===== config.mk =====
export PLATFORM = sky130hd
export DESIGN_NAME = des_key_schedule_flat
export DESIGN_NICKNAME = d
export VERILOG_FILES = /design/src/rtl/des_key_schedule_if.sv /design/src/rtl/des_key_schedule.sv /design/src/flat_wrapper.sv
export SDC_FILE = /design/constraint.sdc
export NUM_CORES = 1
export LEC_CHECK = 0
export BUFFER_PORTS_ARGS = -buffer_cell sky130_fd_sc_hd__buf_2
export CAP_MARGIN = 25
export CORE_UTILIZATION = 55
export CTS_CLUSTER_DIAMETER = 30
export DETAILED_ROUTE_END_ITERATION = 8
export GPL_TIMING_DRIVEN = 0
export PLACE_DENSITY = 0.81
export SLEW_MARGIN = 10
export SYNTH_ARGS = -nofsm -noshare
export SYNTH_HDL_FRONTEND = slang
export SYNTH_SLANG_ARGS = --single-unit

===== constraint.sdc =====
create_clock -name clk -period 2.8 [get_ports clk]
set_input_delay 0.28 -clock clk [delete_from_list [all_inputs] [get_ports clk]]
set_output_delay 0.28 -clock clk [all_outputs]
set_load 0.01 [all_outputs]

===== src/rtl/des_key_schedule_if.sv =====
// Subkey request/delivery bundle between the key schedule and its consumer.
// The master drives requests and readiness; the slave returns subkeys.
interface des_key_schedule_if;
    logic        start;
    logic [63:0] key;
    logic        decrypt;
    logic [47:0] subkey;
    logic        subkey_valid;
    logic        subkey_ready;
    logic [3:0]  round_idx;
    logic        busy;
    logic        done;

    modport master (
        output start, key, decrypt, subkey_ready,
        input  subkey, subkey_valid, round_idx, busy, done
    );

    modport slave (
        input  start, key, decrypt, subkey_ready,
        output subkey, subkey_valid, round_idx, busy, done
    );
endinterface


===== src/rtl/des_key_schedule.sv =====
// Iterative DES key schedule: one 48-bit subkey per handshake,
// K1..K16 for encrypt or K16..K1 for decrypt.
module des_key_schedule (
    input  logic              clk,
    input  logic              rst,
    des_key_schedule_if.slave bus
);

    localparam int PC1 [56] = '{
        57, 49, 41, 33, 25, 17,  9,  1, 58, 50, 42, 34, 26, 18,
        10,  2, 59, 51, 43, 35, 27, 19, 11,  3, 60, 52, 44, 36,
        63, 55, 47, 39, 31, 23, 15,  7, 62, 54, 46, 38, 30, 22,
        14,  6, 61, 53, 45, 37, 29, 21, 13,  5, 28, 20, 12,  4
    };

    localparam int PC2 [48] = '{
        14, 17, 11, 24,  1,  5,  3, 28, 15,  6, 21, 10,
        23, 19, 12,  4, 26,  8, 16,  7, 27, 20, 13,  2,
        41, 52, 31, 37, 47, 55, 30, 40, 51, 45, 33, 48,
        44, 49, 39, 56, 34, 53, 46, 42, 50, 36, 29, 32
    };

    typedef enum logic [1:0] {IDLE, RUN, DONE} state_t;

    function automatic logic [55:0] pc1(input logic [63:0] k);
        logic [55:0] o;
        o = '0;
        for (int i = 0; i < 56; i++) o[55-i] = k[64-PC1[i]];
        return o;
    endfunction

    function automatic logic [47:0] pc2(input logic [55:0] cd);
        logic [47:0] o;
        o = '0;
        for (int i = 0; i < 48; i++) o[47-i] = cd[56-PC2[i]];
        return o;
    endfunction

    function automatic logic [27:0] rot(
        input logic [27:0] x,
        input logic        right,
        input logic        one
    );
        logic [27:0] o;
        unique case ({right, one})
            2'b00:   o = {x[25:0], x[27:26]};
            2'b01:   o = {x[26:0], x[27]};
            2'b10:   o = {x[1:0], x[27:2]};
            default: o = {x[0], x[27:1]};
        endcase
        return o;
    endfunction

    state_t      state;
    logic [27:0] c_q;
    logic [27:0] d_q;
    logic [3:0]  round_q;
    logic        mode_q;
    logic        busy_q;
    logic        done_q;

    logic [55:0] cd_key;
    logic [27:0] c_nxt;
    logic [27:0] d_nxt;
    logic        one;
    logic        unused_parity;

    assign cd_key = pc1(bus.key);
    assign unused_parity = ^{bus.key[56], bus.key[48], bus.key[40],
                             bus.key[32], bus.key[24], bus.key[16],
                             bus.key[8], bus.key[0]};

    // Single-bit steps fall on the same round indices in both directions.
    assign one = (round_q == 4'd0) || (round_q == 4'd7) ||
                 (round_q == 4'd14);
    assign c_nxt = rot(c_q, mode_q, one);
    assign d_nxt = rot(d_q, mode_q, one);

    assign bus.subkey       = pc2({c_q, d_q});
    assign bus.subkey_valid = busy_q;
    assign bus.busy         = busy_q;
    assign bus.done         = done_q;
    assign bus.round_idx    = round_q;

    always_ff @(posedge clk or posedge rst) begin
        if (rst) begin
            state   <= IDLE;
            c_q     <= '0;
            d_q     <= '0;
            round_q <= '0;
            mode_q  <= 1'b0;
            busy_q  <= 1'b0;
            done_q  <= 1'b0;
        end else begin
            unique case (state)
                IDLE, DONE: begin
                    done_q <= 1'b0;
                    if (bus.start) begin
                        // Decrypt starts from C16/D16, which equal C0/D0.
                        c_q     <= bus.decrypt ? cd_key[55:28]
                                   : rot(cd_key[55:28], 1'b0, 1'b1);
                        d_q     <= bus.decrypt ? cd_key[27:0]
                                   : rot(cd_key[27:0], 1'b0, 1'b1);
                        mode_q  <= bus.decrypt;
                        round_q <= 4'd0;
                        busy_q  <= 1'b1;
                        state   <= RUN;
                    end else begin
                        state <= IDLE;
                    end
                end
                RUN: begin
                    if (bus.subkey_ready) begin
                        if (round_q == 4'd15) begin
                            busy_q <= 1'b0;
                            done_q <= 1'b1;
                            state  <= DONE;
                        end else begin
                            round_q <= round_q + 4'd1;
                            c_q     <= c_nxt;
                            d_q     <= d_nxt;
                        end
                    end
                end
                default: begin
                    busy_q <= 1'b0;
                    done_q <= 1'b0;
                    state  <= IDLE;
                end
            endcase
        end
    end

endmodule


===== src/flat_wrapper.sv =====
// flat-port wrapper written by rule: the top's interface ports become plain ports
module des_key_schedule_flat 
  (clk, rst, bus_start, bus_key, bus_decrypt, bus_subkey_ready, bus_subkey, bus_subkey_valid, bus_round_idx, bus_busy, bus_done);
  des_key_schedule_if bus_i ();
  input  logic clk;
  input  logic rst;
  input wire logic [$bits(bus_i.start)-1:0] bus_start;
  input wire logic [$bits(bus_i.key)-1:0] bus_key;
  input wire logic [$bits(bus_i.decrypt)-1:0] bus_decrypt;
  input wire logic [$bits(bus_i.subkey_ready)-1:0] bus_subkey_ready;
  output wire logic [$bits(bus_i.subkey)-1:0] bus_subkey;
  output wire logic [$bits(bus_i.subkey_valid)-1:0] bus_subkey_valid;
  output wire logic [$bits(bus_i.round_idx)-1:0] bus_round_idx;
  output wire logic [$bits(bus_i.busy)-1:0] bus_busy;
  output wire logic [$bits(bus_i.done)-1:0] bus_done;
  assign bus_i.start = bus_start;
  assign bus_i.key = bus_key;
  assign bus_i.decrypt = bus_decrypt;
  assign bus_i.subkey_ready = bus_subkey_ready;
  assign bus_subkey = bus_i.subkey;
  assign bus_subkey_valid = bus_i.subkey_valid;
  assign bus_round_idx = bus_i.round_idx;
  assign bus_busy = bus_i.busy;
  assign bus_done = bus_i.done;
  des_key_schedule u_core (.clk(clk), .rst(rst), .bus(bus_i));
endmodule

After elaboration in Yosys (flattened, before gate mapping)
Index checks and enable logic that the tools add are counted.
{"block": "word_totals", "in_bits": 69, "ff_bits": 65}
{"block": "op_classes", "addsub": 1, "muxes": 27, "reduce_logical": 11, "n_eq_ne": 11}
{"cell": "28-bit 2-to-1 mux", "n": 8}
{"cell": "28-bit one-hot mux with 3 select lines", "n": 2}
{"cell": "28-bit one-hot mux with 2 select lines", "n": 2}
{"cell": "4-bit 2-to-1 mux", "n": 3}
{"cell": "4-bit == test (second input constant)", "n": 2}
{"cell": "4-bit one-hot mux with 2 select lines", "n": 1}
{"cell": "1-bit 2-to-1 mux", "n": 7}
{"cell": "2-bit inequality test (second input constant)", "n": 3}
{"cell": "4-bit by 1-bit adder with 4-bit output (second input constant)", "n": 1}
{"cell": "2-bit by 1-bit == test with 1-bit output (second input constant)", "n": 2}
{"cell": "2-bit == test (second input constant)", "n": 2}
{"cell": "4-bit by 3-bit == test with 1-bit output (second input constant)", "n": 1}
{"cell": "2-bit zero test", "n": 2}
{"cell": "4-bit zero test", "n": 1}
{"cell": "2-bit 2-to-1 mux", "n": 2}
{"cell": "2-bit one-hot mux with 2 select lines", "n": 1}
{"cell": "2-bit AND reduction", "n": 2}
{"cell": "4-bit AND reduction", "n": 1}
{"cell": "3-bit AND reduction", "n": 1}
{"cell": "1-bit logical OR", "n": 2}
{"cell": "2-bit by 1-bit inequality test with 1-bit output (second input constant)", "n": 1}
{"cell": "1-bit one-hot mux with 2 select lines", "n": 1}
{"cell": "2-bit nonzero test", "n": 1}
{"cell": "2-bit OR reduction", "n": 1}

Depth between registers and ports, before layout
{"block": "depth", "word_depth": 8, "depth_mapped": 9, "mapped_depth_nobuf": 7}

Least setup slack after synthesis
Ideal clock, no wire load.
{"block": "synth_path", "path_type": "register to register", "start": "register u_core.round_q[0] (netlist: u_core.bus.round_idx[0])", "end": "register u_core.c_q[13]", "setup_slack_ns": 0.659, "path_stages_with_launch": 10, "setup_ns": 0.124, "path_buffers": 2, "synth_period_minus_slack_ns": 2.141, "arrival_ns": 2.017, "cell_sequence": "dfrtp_1 inv_1 ha_1 mux2_4 buf_6 mux2i_4 buf_4 mux2i_1 o22ai_1 a211o_1"}
{"block": "synth_via", "elab_chain_len": 8, "elab_cells_between_ends": 15, "classes_between": "6 x eq/ne; 4 x mux; 5 x reduce/logical"}
{"element": "from (decl)", "line": "des_key_schedule.sv:57", "source": "logic [3:0] round_q;"}
{"element": "from (signal assigned)", "line": "des_key_schedule.sv:119", "source": "round_q <= round_q + 4'd1;"}
{"element": "4-bit by 3-bit == test with 1-bit output / 4-bit zero test (equally long branches)", "line": "des_key_schedule.sv:74", "source": "assign one = (round_q == 4'd0) || (round_q == 4'd7) ||"}
{"element": "1-bit logical OR (2 in series)", "line": "des_key_schedule.sv:74"}
{"element": "2-bit == test (tied with other cells)", "line": "des_key_schedule.sv:45", "source": "unique case ({right, one})"}
{"element": "28-bit one-hot mux with 3 select lines", "line": "des_key_schedule.sv:45"}
{"element": "28-bit 2-to-1 mux", "line": "des_key_schedule.sv:114", "source": "if (round_q == 4'd15) begin"}
{"element": "28-bit 2-to-1 mux", "line": "des_key_schedule.sv:113", "source": "if (bus.subkey_ready) begin"}
{"element": "28-bit one-hot mux with 2 select lines", "line": "des_key_schedule.sv:95", "source": "unique case (state)"}
{"element": "to (signal assigned)", "line": "des_key_schedule.sv:100", "source": "c_q <= bus.decrypt ? cd_key[55:28]"}
{"element": "to (signal assigned)", "line": "des_key_schedule.sv:120", "source": "c_q <= c_nxt;"}
{"element": "to (decl)", "line": "des_key_schedule.sv:55", "source": "logic [27:0] c_q;"}
Several ways; a longest one is shown, not always the timed one. The select of a mux whose other input is x is not followed.
A chain may end at the register's enable or synchronous reset.

Worst setup path in the final report
{"block": "layout_path", "start": "register u_core.round_q[1] (netlist: u_core.bus.round_idx[1])", "end": "register u_core.round_q[3] (netlist: u_core.bus.round_idx[3])"}
{"block": "layout_via", "elab_chain_len": 4, "elab_cells_between_ends": 7, "classes_between": "1 x add/sub; 2 x eq/ne; 3 x mux; 1 x reduce/logical"}
{"element": "4-bit by 1-bit adder with 4-bit output", "line": "des_key_schedule.sv:119"}
{"element": "4-bit 2-to-1 mux", "line": "des_key_schedule.sv:114"}
{"element": "4-bit 2-to-1 mux", "line": "des_key_schedule.sv:113"}
{"element": "4-bit one-hot mux with 2 select lines", "line": "des_key_schedule.sv:95"}
Several ways; a longest one is shown, not always the timed one. The select of a mux whose other input is x is not followed.

==> impl_metrics.toml <==
[synth]
synth-seq-cells = 64
synthFlopType = "dfrtp_1"
netlist_instances = 600
ys_seq_area_frac = 0.3016
async_reset_ff_frac = 1.000
yosysWarnings = 0
synth_fp_nets = 672
synth_area_per_cell_um2 = 8.850
netlist_area_um2 = 5310
synth.distinct_cells = 39
synth-edff-count = 0

[die]
die_width_um = 100.3
dieArea_um2 = 10050
io_pins = 124
core_um2 = 9284
fp-row-count = 35
start_util = 0.5720
die_h_um = 100.3

[clock_network]
cts_tree = "done"
cts_max_level = 3
cts_setup_buffers = 0
holdBufCountCts = 0
cts.path.max_buffers = 2
cts_resized = 0
cts_buffers = 9
worstSkewPairLatency_ps = 350
ctsRootBufferMaster = "clkbuf_8"
cts_sinks = 64
path_clk_slew_ps = 80

[job]
cap_violations = 0

[sta]
hold_violations = 9
holdWs_ps = -9.396
final-setup-viol-count = 0
rsz0062_at_grt = "no"
skew_ps = 10.82
max_freq_mhz = 381.0
fin_crit_sh = 0.9373
slew_violations = 0
worst_pin_slew_ps = 803.7
final.setup.tns_ps = 0
period_minus_slack_ps = 2625
slew_headroom = 0.4642

[setup_path]
reg2reg_depth = 6
cp-end-kind = "flop"
crit_required_ps = 3060
r2r-start = "u_core.bus.round_idx[1]"
timing.rr.end = "u_core.bus.round_idx[3]"
startpoint_type = "flop"
arrival_ps = 2890
crit_type = "reg2reg"
r2r_slack_ps = 180
critPathMaxFanout = 10

[grt]
overflow = 0
grt_pass1_wl_mm = 26.81
antenna_found_initial = 0
grtUsageTotal = 0.3426
grt_max_degree = 65
grt_pass1_vias = 5276

[status]
status = "complete, but fails checks"
violations = "hold timing"

[power]
pwr_density_cell_nw_per_um2 = 1172
p_sw_mw = 3.466
p_int_mw = 3.904
power_frac_clock = 0.122
power_frac_comb = 0.607
swShare = 0.4703
p_leak_nw = 3.131
ir_drop_mv = 0.6149
pwr-share-seq = 0.271

[route]
ant_nets = 0
wl_mm = 16.58
vias = 5478
wl_per_cell_um = 19.28
dr.pass1.iters = 6
viasPerCell = 6.370
drc = 0
drt_iter0_markers = 635

[placement]
dp_cells = 844
dp_hpwl_mm = 11.97
port_buffers = 114
gp_congestion = 0.9512

[final_layout]
fin_nets = 798
fillCellCount = 794
syn_to_final_growth_pct = 18.45
finalNonFillerCells = 860
diodes = 0
final_common_cell = "buf_2"
layout_common_cells = "128 x buf_2, 101 x mux2i_1, 90 x nand2_1"
drive_gt1_frac = 0.2955

[worst_hold_path]
worstHoldPathType = "in2async"
==> critical path, stage by stage (launching register included) <==
cell and delay (ps):
dfrtp_1 450, ha_1 290, nand3_1 230, a21oi_2 610, clkbuf_1 590, o21ai_0 190
a21oi_1 190
==> stage by stage <==
stage / hold slack [ps] / setup WS [ps] / area [um2] / utilization / power (mW)
after global placement: 494.0 / 51.90 / 6042 / 0.6508 / 6.192
after floorplan: 433.2 / 659.3 / 5310 / - / 5.081
after global routing: 14.76 / 6.595 / 6290 / 0.6775 / 7.833
after detailed placement: 383.8 / 334.5 / 6072 / 0.6540 / 6.349
final: -9.396 / 175.4 / 6290 / 0.6775 / 7.370
after CTS: 11.73 / 313.5 / 6290 / 0.6775 / 7.269
==> how the worst max path moves through the flow <==
stage,cells past startpoint,slack (ps),from,endpoint
final,6,180,u_core.bus.round_idx[1],u_core.bus.round_idx[3]
after global placement,2,50,rst,u_core.c_q[24]
after global routing,6,7,u_core.bus.round_idx[1],u_core.bus.round_idx[3]
after detailed placement,6,330,u_core.bus.round_idx[1],u_core.bus.round_idx[3]
after CTS,6,310,u_core.bus.round_idx[1],u_core.bus.round_idx[3]
after floorplan,9,660,u_core.bus.round_idx[0],u_core.c_q[13]
==> flip-flops by register name, summed over array words and instances, names as in the netlist <==
register,cells
u_core.d_q,28
u_core.bus.busy,1
u_core.c_q,28
u_core.bus.round_idx,4
u_core.state,2
u_core.mode_q,1
==> Yosys cell counts, types with 5 or more instances <==
| master | n | area share |
|---|---|---|
| nand2_1 | 90 | 0.064 |
| a21oi_1 | 50 | 0.047 |
| buf_2 | 14 | 0.013 |
| clkbuf_1 | 23 | 0.016 |
| mux2i_1 | 101 | 0.19 |
| a22oi_1 | 5 | 0.0071 |
| dfrtp_1 | 64 | 0.30 |
| a31oi_1 | 8 | 0.0094 |
| a2111o_1 | 17 | 0.036 |
| nand3_1 | 8 | 0.0075 |
| a221oi_1 | 20 | 0.033 |
| nor2_1 | 32 | 0.023 |
| buf_4 | 54 | 0.076 |
| o21ai_0 | 10 | 0.0094 |
| o221ai_1 | 22 | 0.036 |
| o211ai_1 | 18 | 0.025 |
| mux2_2 | 8 | 0.017 |
==> power groups by stage <==
stage	sequential, mW	clock [mW]	combinational [mW]
2_1_floorplan	1.79	0	3.29
3_3_place_gp	1.96	0	4.23
3_5_place_dp	1.98	0	4.36
4_1_cts	1.97	0.903	4.40
5_1_grt	2.06	0.948	4.82
6_report	2.00	0.900	4.47
==> cell families after synthesis <==
| group | Yosys count | share of synthesized area |
|---|---|---|
| xor gates and xnor gates | 1 | 0.001650 |
| buffers and inverters | 102 | 0.1178 |
| and+or+nand+nor | 146 | 0.1131 |
| DFF | 64 | 0.3016 |
| AOI/OAI and AO/OA | 171 | 0.2359 |
| muxes | 113 | 0.2229 |
| adders and majority gates | 3 | 0.007070 |
==> per-layer routing <==
layer / track usage / share of wire
met1: 0.4747 / 0.41
met2: 0.5279 / 0.46
met3: 0.07242 / 0.10
met4: 0.1260 / 0.027
met5: 0 / 0
==> cell type report <==
| type | count | area, um2 | area share |
|---|---|---|---|
| Multi-Input combinational cell | 434 | 3083 | 0.4902 |
| Sequential cell | 64 | 1602 | 0.2546 |
| Buffer | 98 | 610.6 | 0.09708 |
| Timing Repair Buffer | 115 | 598.1 | 0.09509 |
| Clock buffer | 14 | 182.7 | 0.02904 |
| Tap cell | 129 | 161.4 | 0.02566 |
| Clock inverter | 2 | 35.03 | 0.005570 |
| Inverter | 4 | 17.52 | 0.002785 |
(Power assumes the default switching activity.)
